### src/rtl/mem_writeback.sv
// Memory-access + writeback stage: runs loads/stores over a req/ack handshake,
// formats load data and drives the registered register-bank write port.
module mem_writeback (
  input  logic        i_clk,
  input  logic        i_rst,
  input  logic        i_valid,
  input  logic        i_con_Mmemread,
  input  logic        i_con_Mmemwrite,
  input  logic [1:0]  i_con_Wloadmux,
  input  logic        i_con_Walupc8,
  input  logic        i_con_Wmemtoreg,
  input  logic        i_con_Wregwrite,
  input  logic [4:0]  i_addr_Wreg,
  input  logic [31:0] i_data_alu,
  input  logic [31:0] i_data_rt,
  input  logic [31:0] i_addr_pc4,
  output logic        o_con_stall,
  output logic        o_mem_req,
  output logic        o_mem_we,
  output logic [3:0]  o_mem_be,
  output logic [31:0] o_addr_mem,
  output logic [31:0] o_data_memw,
  input  logic        i_mem_ack,
  input  logic [31:0] i_data_memr,
  output logic        o_con_Wregwrite,
  output logic [4:0]  o_addr_Wregwrite,
  output logic [31:0] o_data_Wregwrite,
  output logic        o_con_misalign
);

  typedef enum logic {S_IDLE, S_WAIT} state_t;

  state_t      state_q;
  logic [1:0]  size_q, off_q;
  logic        alupc8_q, memtoreg_q, regwrite_q;
  logic [4:0]  dest_q;
  logic [31:0] alu_q, pc4_q;
  logic        req_q, we_q;
  logic [3:0]  be_q;
  logic [31:0] maddr_q, mwdata_q;
  logic        wr_q, mis_q;
  logic [4:0]  waddr_q;
  logic [31:0] wdata_q;

  logic        memop, misalign, accept;
  logic [3:0]  be_d;
  logic [31:0] mwdata_d;

  // Big-endian lanes: offset 0 is the most significant byte/half.
  function automatic logic [31:0] fmt_load(input logic [31:0] d, input logic [1:0] sz,
                                           input logic [1:0] off);
    logic [15:0] h;
    logic [7:0]  b;
    h = off[1] ? d[15:0] : d[31:16];
    case (off)
      2'd0:    b = d[31:24];
      2'd1:    b = d[23:16];
      2'd2:    b = d[15:8];
      default: b = d[7:0];
    endcase
    case (sz)
      2'b00:   fmt_load = d;
      2'b01:   fmt_load = {{16{h[15]}}, h};
      2'b10:   fmt_load = {{24{b[7]}}, b};
      default: fmt_load = {24'd0, b};
    endcase
  endfunction

  function automatic logic [31:0] wb_sel(input logic lnk, input logic m2r, input logic [31:0] pc4,
                                         input logic [31:0] ld, input logic [31:0] alu);
    if (lnk)      wb_sel = pc4 + 32'd4;
    else if (m2r) wb_sel = ld;
    else          wb_sel = alu;
  endfunction

  assign memop = i_con_Mmemread | i_con_Mmemwrite;

  always_comb begin
    misalign = 1'b0;
    case (i_con_Wloadmux)
      2'b00:   misalign = memop && (i_data_alu[1:0] != 2'b00);
      2'b01:   misalign = memop && i_data_alu[0];
      default: misalign = 1'b0;
    endcase
  end

  assign accept      = (state_q == S_IDLE) && i_valid && memop && !misalign;
  assign o_con_stall = accept || ((state_q == S_WAIT) && !i_mem_ack);

  always_comb begin
    be_d     = 4'b1111;
    mwdata_d = i_data_rt;
    case (i_con_Wloadmux)
      2'b00: begin
        be_d     = 4'b1111;
        mwdata_d = i_data_rt;
      end
      2'b01: begin
        be_d     = i_data_alu[1] ? 4'b0011 : 4'b1100;
        mwdata_d = {2{i_data_rt[15:0]}};
      end
      default: begin
        be_d     = 4'b1000 >> i_data_alu[1:0];
        mwdata_d = {4{i_data_rt[7:0]}};
      end
    endcase
  end

  always_ff @(posedge i_clk) begin
    if (i_rst) begin
      state_q    <= S_IDLE;
      size_q     <= '0;
      off_q      <= '0;
      alupc8_q   <= 1'b0;
      memtoreg_q <= 1'b0;
      regwrite_q <= 1'b0;
      dest_q     <= '0;
      alu_q      <= '0;
      pc4_q      <= '0;
      req_q      <= 1'b0;
      we_q       <= 1'b0;
      be_q       <= '0;
      maddr_q    <= '0;
      mwdata_q   <= '0;
      wr_q       <= 1'b0;
      mis_q      <= 1'b0;
      waddr_q    <= '0;
      wdata_q    <= '0;
    end else begin
      wr_q  <= 1'b0;
      mis_q <= 1'b0;
      case (state_q)
        S_IDLE: begin
          if (i_valid) begin
            if (!memop) begin
              wr_q    <= i_con_Wregwrite && (i_addr_Wreg != 5'd0);
              waddr_q <= i_addr_Wreg;
              wdata_q <= wb_sel(i_con_Walupc8, i_con_Wmemtoreg, i_addr_pc4,
                                fmt_load(i_data_memr, i_con_Wloadmux, i_data_alu[1:0]),
                                i_data_alu);
            end else if (misalign) begin
              mis_q <= 1'b1;
            end else begin
              size_q     <= i_con_Wloadmux;
              off_q      <= i_data_alu[1:0];
              alupc8_q   <= i_con_Walupc8;
              memtoreg_q <= i_con_Wmemtoreg;
              regwrite_q <= i_con_Wregwrite;
              dest_q     <= i_addr_Wreg;
              alu_q      <= i_data_alu;
              pc4_q      <= i_addr_pc4;
              req_q      <= 1'b1;
              we_q       <= i_con_Mmemwrite;
              be_q       <= be_d;
              maddr_q    <= {i_data_alu[31:2], 2'b00};
              mwdata_q   <= mwdata_d;
              state_q    <= S_WAIT;
            end
          end
        end
        S_WAIT: begin
          if (i_mem_ack) begin
            req_q   <= 1'b0;
            we_q    <= 1'b0;
            be_q    <= '0;
            wr_q    <= regwrite_q && (dest_q != 5'd0);
            waddr_q <= dest_q;
            wdata_q <= wb_sel(alupc8_q, memtoreg_q, pc4_q,
                              fmt_load(i_data_memr, size_q, off_q), alu_q);
            state_q <= S_IDLE;
          end
        end
        default: state_q <= S_IDLE;
      endcase
    end
  end

  assign o_mem_req        = req_q;
  assign o_mem_we         = we_q;
  assign o_mem_be         = be_q;
  assign o_addr_mem       = maddr_q;
  assign o_data_memw      = mwdata_q;
  assign o_con_Wregwrite  = wr_q;
  assign o_addr_Wregwrite = waddr_q;
  assign o_data_Wregwrite = wdata_q;
  assign o_con_misalign   = mis_q;

endmodule

### config.mk
export PLATFORM = sky130hd
export DESIGN_NAME = mem_writeback
export DESIGN_NICKNAME = d
export VERILOG_FILES = /design/src/rtl/mem_writeback.sv
export SDC_FILE = /design/constraint.sdc
export NUM_CORES = 1
export LEC_CHECK = 0
export ABC_CLOCK_PERIOD_IN_PS = 2000
export CAP_MARGIN = 10
export CORE_UTILIZATION = 35
export DETAILED_ROUTE_END_ITERATION = 16
export PLACE_DENSITY = 0.65
export SLEW_MARGIN = 10
export SYNTH_ARGS = -nofsm -noshare
export SYNTH_HDL_FRONTEND = slang
export SYNTH_SLANG_ARGS = --single-unit
export TNS_END_PERCENT = 50
### constraint.sdc
create_clock -name i_clk -period 2 [get_ports i_clk]
set_input_delay 0.2 -clock i_clk [delete_from_list [all_inputs] [get_ports i_clk]]
set_output_delay 0.2 -clock i_clk [all_outputs]
set_load 0.02 [all_outputs]
==> results.md <==
- # port buffers: 251
- Number of vias per cell after detailed routing: about 5.5
- CTS clock-pin slew for the worst setup and hold paths: approximately 70 ps
- Remaining antenna violation count: 0
- Post-route fraction of the period consumed by the critical path: 108%
- H-tree depth: 4
- Via count: 11.6k
- Clock Tree Buf Depth: 2
- Number of rows created at floorplan: 60
- TritonCTS clock tree: done
- Die outline area: 28400 um^2
- Master of the slowest instance on the critical path: or4_4
- Global-route layer with the greatest usage: met2
- Final routed wirelength across all metal layers: 43.6 mm
- Synthesized instance count: 1326
- Violations in the final reports: setup timing
- WP data arrival: 2500 ps
- Warning count from the yosys run: 0
- Post-Route Skew: about 9 ps
- Most frequent cells in the layout: 283 x nand2_1, 244 x clkdlybuf4s50_1, 238 x buf_4
- Wire length of the first global-routing pass: 65.2 mm
- Register bit total from synthesis: 152
- Routed wire length per instance: 20.8 um
- Final setup fails: 12
- Post-detailed-route DRC marker count: 0
- GRT Overall Usage: a little under a third
- Horizontal die dimension: 169 um
- Number of top-level design ports: 254
- CTS Hold Buffers Added: 0
- Met1 demand-to-capacity share in global routing: 40.3%
- Top fanout value on the critical path: 9
- Final setup slack of the worst path: -166 ps
- Util after Layout: 55.5%
- Syn Std Cell Area: approximately 10000 um^2
- Synth Flop Type: dfxtp_1
- Cell family with most CP delay: simple AND/OR/NAND/NOR gates
- ANT cells: 0
- Initial core utilization: 35.8%
- Min Tclk post-route: 2170 ps
- Via count of the first global-routing pass: 11.1k
- Largest net degree at the start of global routing: 77
- Startpoint kind of the worst setup timing path: flop
- Worst-Margin Slew: 835 ps
- Area Overhead vs Synth: 54.7%
- GR Overflow Total: 0
- Routability congestion estimate: 0.964
- Number of cells after detailed placement: 2054
- Total of fill cells in the finished design: 2607
- VDD IR-drop max: about 0.00055 V
- Biggest area contributors in the synthesized netlist: dfxtp_1 31%, nand2_1 11%, a21oi_1 8.0%, mux2i_1 3.9%, o21ai_0 3.6%
- Type of the setup path with the least slack: reg -> reg
- Antenna violations before repair: 0
- Element type at the critical path end: flop
- Master cell of the clock root buffer: clkbuf_16
- Detailed-placement wirelength estimate: 34.0 mm
- Total number of clock tree sinks: 152
- Number of maximum-capacitance violations: 0
- Detailed-routing iteration count for the pre-antenna-repair pass: 6
- Average size of a mapped cell: 7.33 um^2
- Total number of nets in the final design: 1854
- Sum of negative setup slack: -1180 ps
- Worst slack at placement: -641 ps
- Relative slew slack: 44.3%
- Cell taking the most area after synthesis: dfxtp_1
- Total clock buffers created by CTS: 17
- Status: finished, violations left
- Most common cell after layout, fill and taps aside: nand2_1
- Required time of the worst setup path: approximately 2300 ps
- Static leakage power: 5.79 nW
- Crit-path cells: nand4_4, or4_4, buf_12, nor4_4, xnor2_2, a221oi_2, a211o_1
- Number of DRC markers after the initial detailed-route iteration: 1064
- Final hold violation count: 0
- RSZ-0062 raised after global routing: true
- Pins Over Slew Limit: 0
- GRT met2 Usage: around 49%
- Highest clock frequency the design can meet: 462 MHz
- Sequential area share after synthesis: 31.3%
- Post-route total power: approximately 9.3 mW
- Hold Path Class: in -> reg
- Number of distinct library cells after synthesis: 71
- Crit path buffers/inverters: 1
- Fin cells: 2093
- Share of Yosys cell area claimed by the top area cell type: 31.3%
- DIE HEIGHT: 169 um
- Met3 capacity usage during global routing: 5.12%
- Share of async-settable or async-resettable flops after synthesis: 0%
- Floorplan core area: 27100 um^2
- Number of enable flip-flop cells after synthesis: 0
- Peak per-stage delay on the critical path: about 610 ps
- Power per unit of standard cell area: 617 nW/um^2
- Clock insertion delay at the later pin of the skew report: between 400 and 500 ps
- Layout cell share with drive strength beyond 1: between 20% and 30%
-- synth_stat cells (11+ instances only) --
cell type and number:
o211ai_1 11, nand4_1 14, a31oi_1 13, clkbuf_1 90, xor2_1 17, nor2_1 80
and3_1 12, a221oi_1 23, dfxtp_1 152, nor3_1 19, o21ai_0 69, mux2i_1 38
a221o_1 18, a21oi_1 156, nand2b_1 16, a311oi_1 27, inv_1 12, nand2_1 285
buf_4 33, a211oi_1 18, nand3_1 33, xnor2_1 36
-- through the flow --
stage	cell area [um^2]	hold slack (ps)
3_5_place_dp	14000	448
3_3_place_gp	14000	443
6_report	15000	54.0
5_1_grt	15000	45.0
2_1_floorplan	9780	326
4_1_cts	14800	46.7
-- per-layer routing --
metal  wire length, um  up-vias
met4              1410        2
met1             18600     5486
met3              3640       71
li1                  -     5488
met2             19900      549
met5                 5        -
-- worst paths after layout --
check	startpoint	endpoint	slack, ps	cells past startpoint
max	pc4_q[4]	o_data_Wregwrite[25]	-170	7
min	i_rst	pc4_q[31]	50	2
max reg2reg	pc4_q[4]	o_data_Wregwrite[25]	-170	7
min reg2reg	o_data_memw[27]	o_data_memw[27]	450	2
-- layout make-up --
cell class / instances / area (um^2) / share of cell area, %
repair buffers: 505 / 4560 / 30.3
flip-flops and latches: 152 / 3080 / 20.5
clock inverters: 15 / 160 / 1.07
inverters: 14 / 52.6 / 0.350
multi-input cells: 1018 / 6290 / 41.9
well taps: 372 / 465 / 3.10
clock buffers: 17 / 425 / 2.83
-- report_power, final --
part	leakage [nW]	switching, mW	internal, mW
logic	4.25	1.38	1.22
clock network	0.286	1.55	1.77
registers	1.25	0.154	3.21
total	5.79	3.08	6.20
-- flip-flops by register name, indices dropped and copies added (netlist names) --
| register | flops |
|---|---|
| o_data_Wregwrite | 32 |
| o_data_memw | 32 |
| pc4_q | 32 |
| alu_q | 31 |
| dest_q | 5 |
| o_addr_Wregwrite | 5 |
| o_mem_be | 4 |
| size_q | 2 |
| alupc8_q | 1 |
| memtoreg_q | 1 |
| o_con_Wregwrite | 1 |
| o_con_misalign | 1 |
| o_mem_req | 1 |
| o_mem_we | 1 |
| off_q | 1 |
| regwrite_q | 1 |
| state_q | 1 |
-- repair_timing --
action / CTS / global route
endpoints found under the hold margin: 0 / 0
setup buffers: 5 / 3
resized for setup: 59 / 47
endpoints found under the setup margin: 27 / 32
pin swaps: 18 / 25
-- cell families after synthesis --
| group | count (synthesis) | synth area share [%] |
|---|---|---|
| buffers and inverters | 157 | 7.90 |
| AO/OA/AOI/OAI | 398 | 26.4 |
| adder cells (fa/ha/maj) | 2 | 0.258 |
| flip-flops | 152 | 31.3 |
| other | 1 | 0.0386 |
| AND/OR/NAND/NOR | 514 | 23.8 |
| multiplexers | 49 | 5.42 |
| XOR/XNOR | 53 | 4.78 |
(Power assumes the default switching activity.)
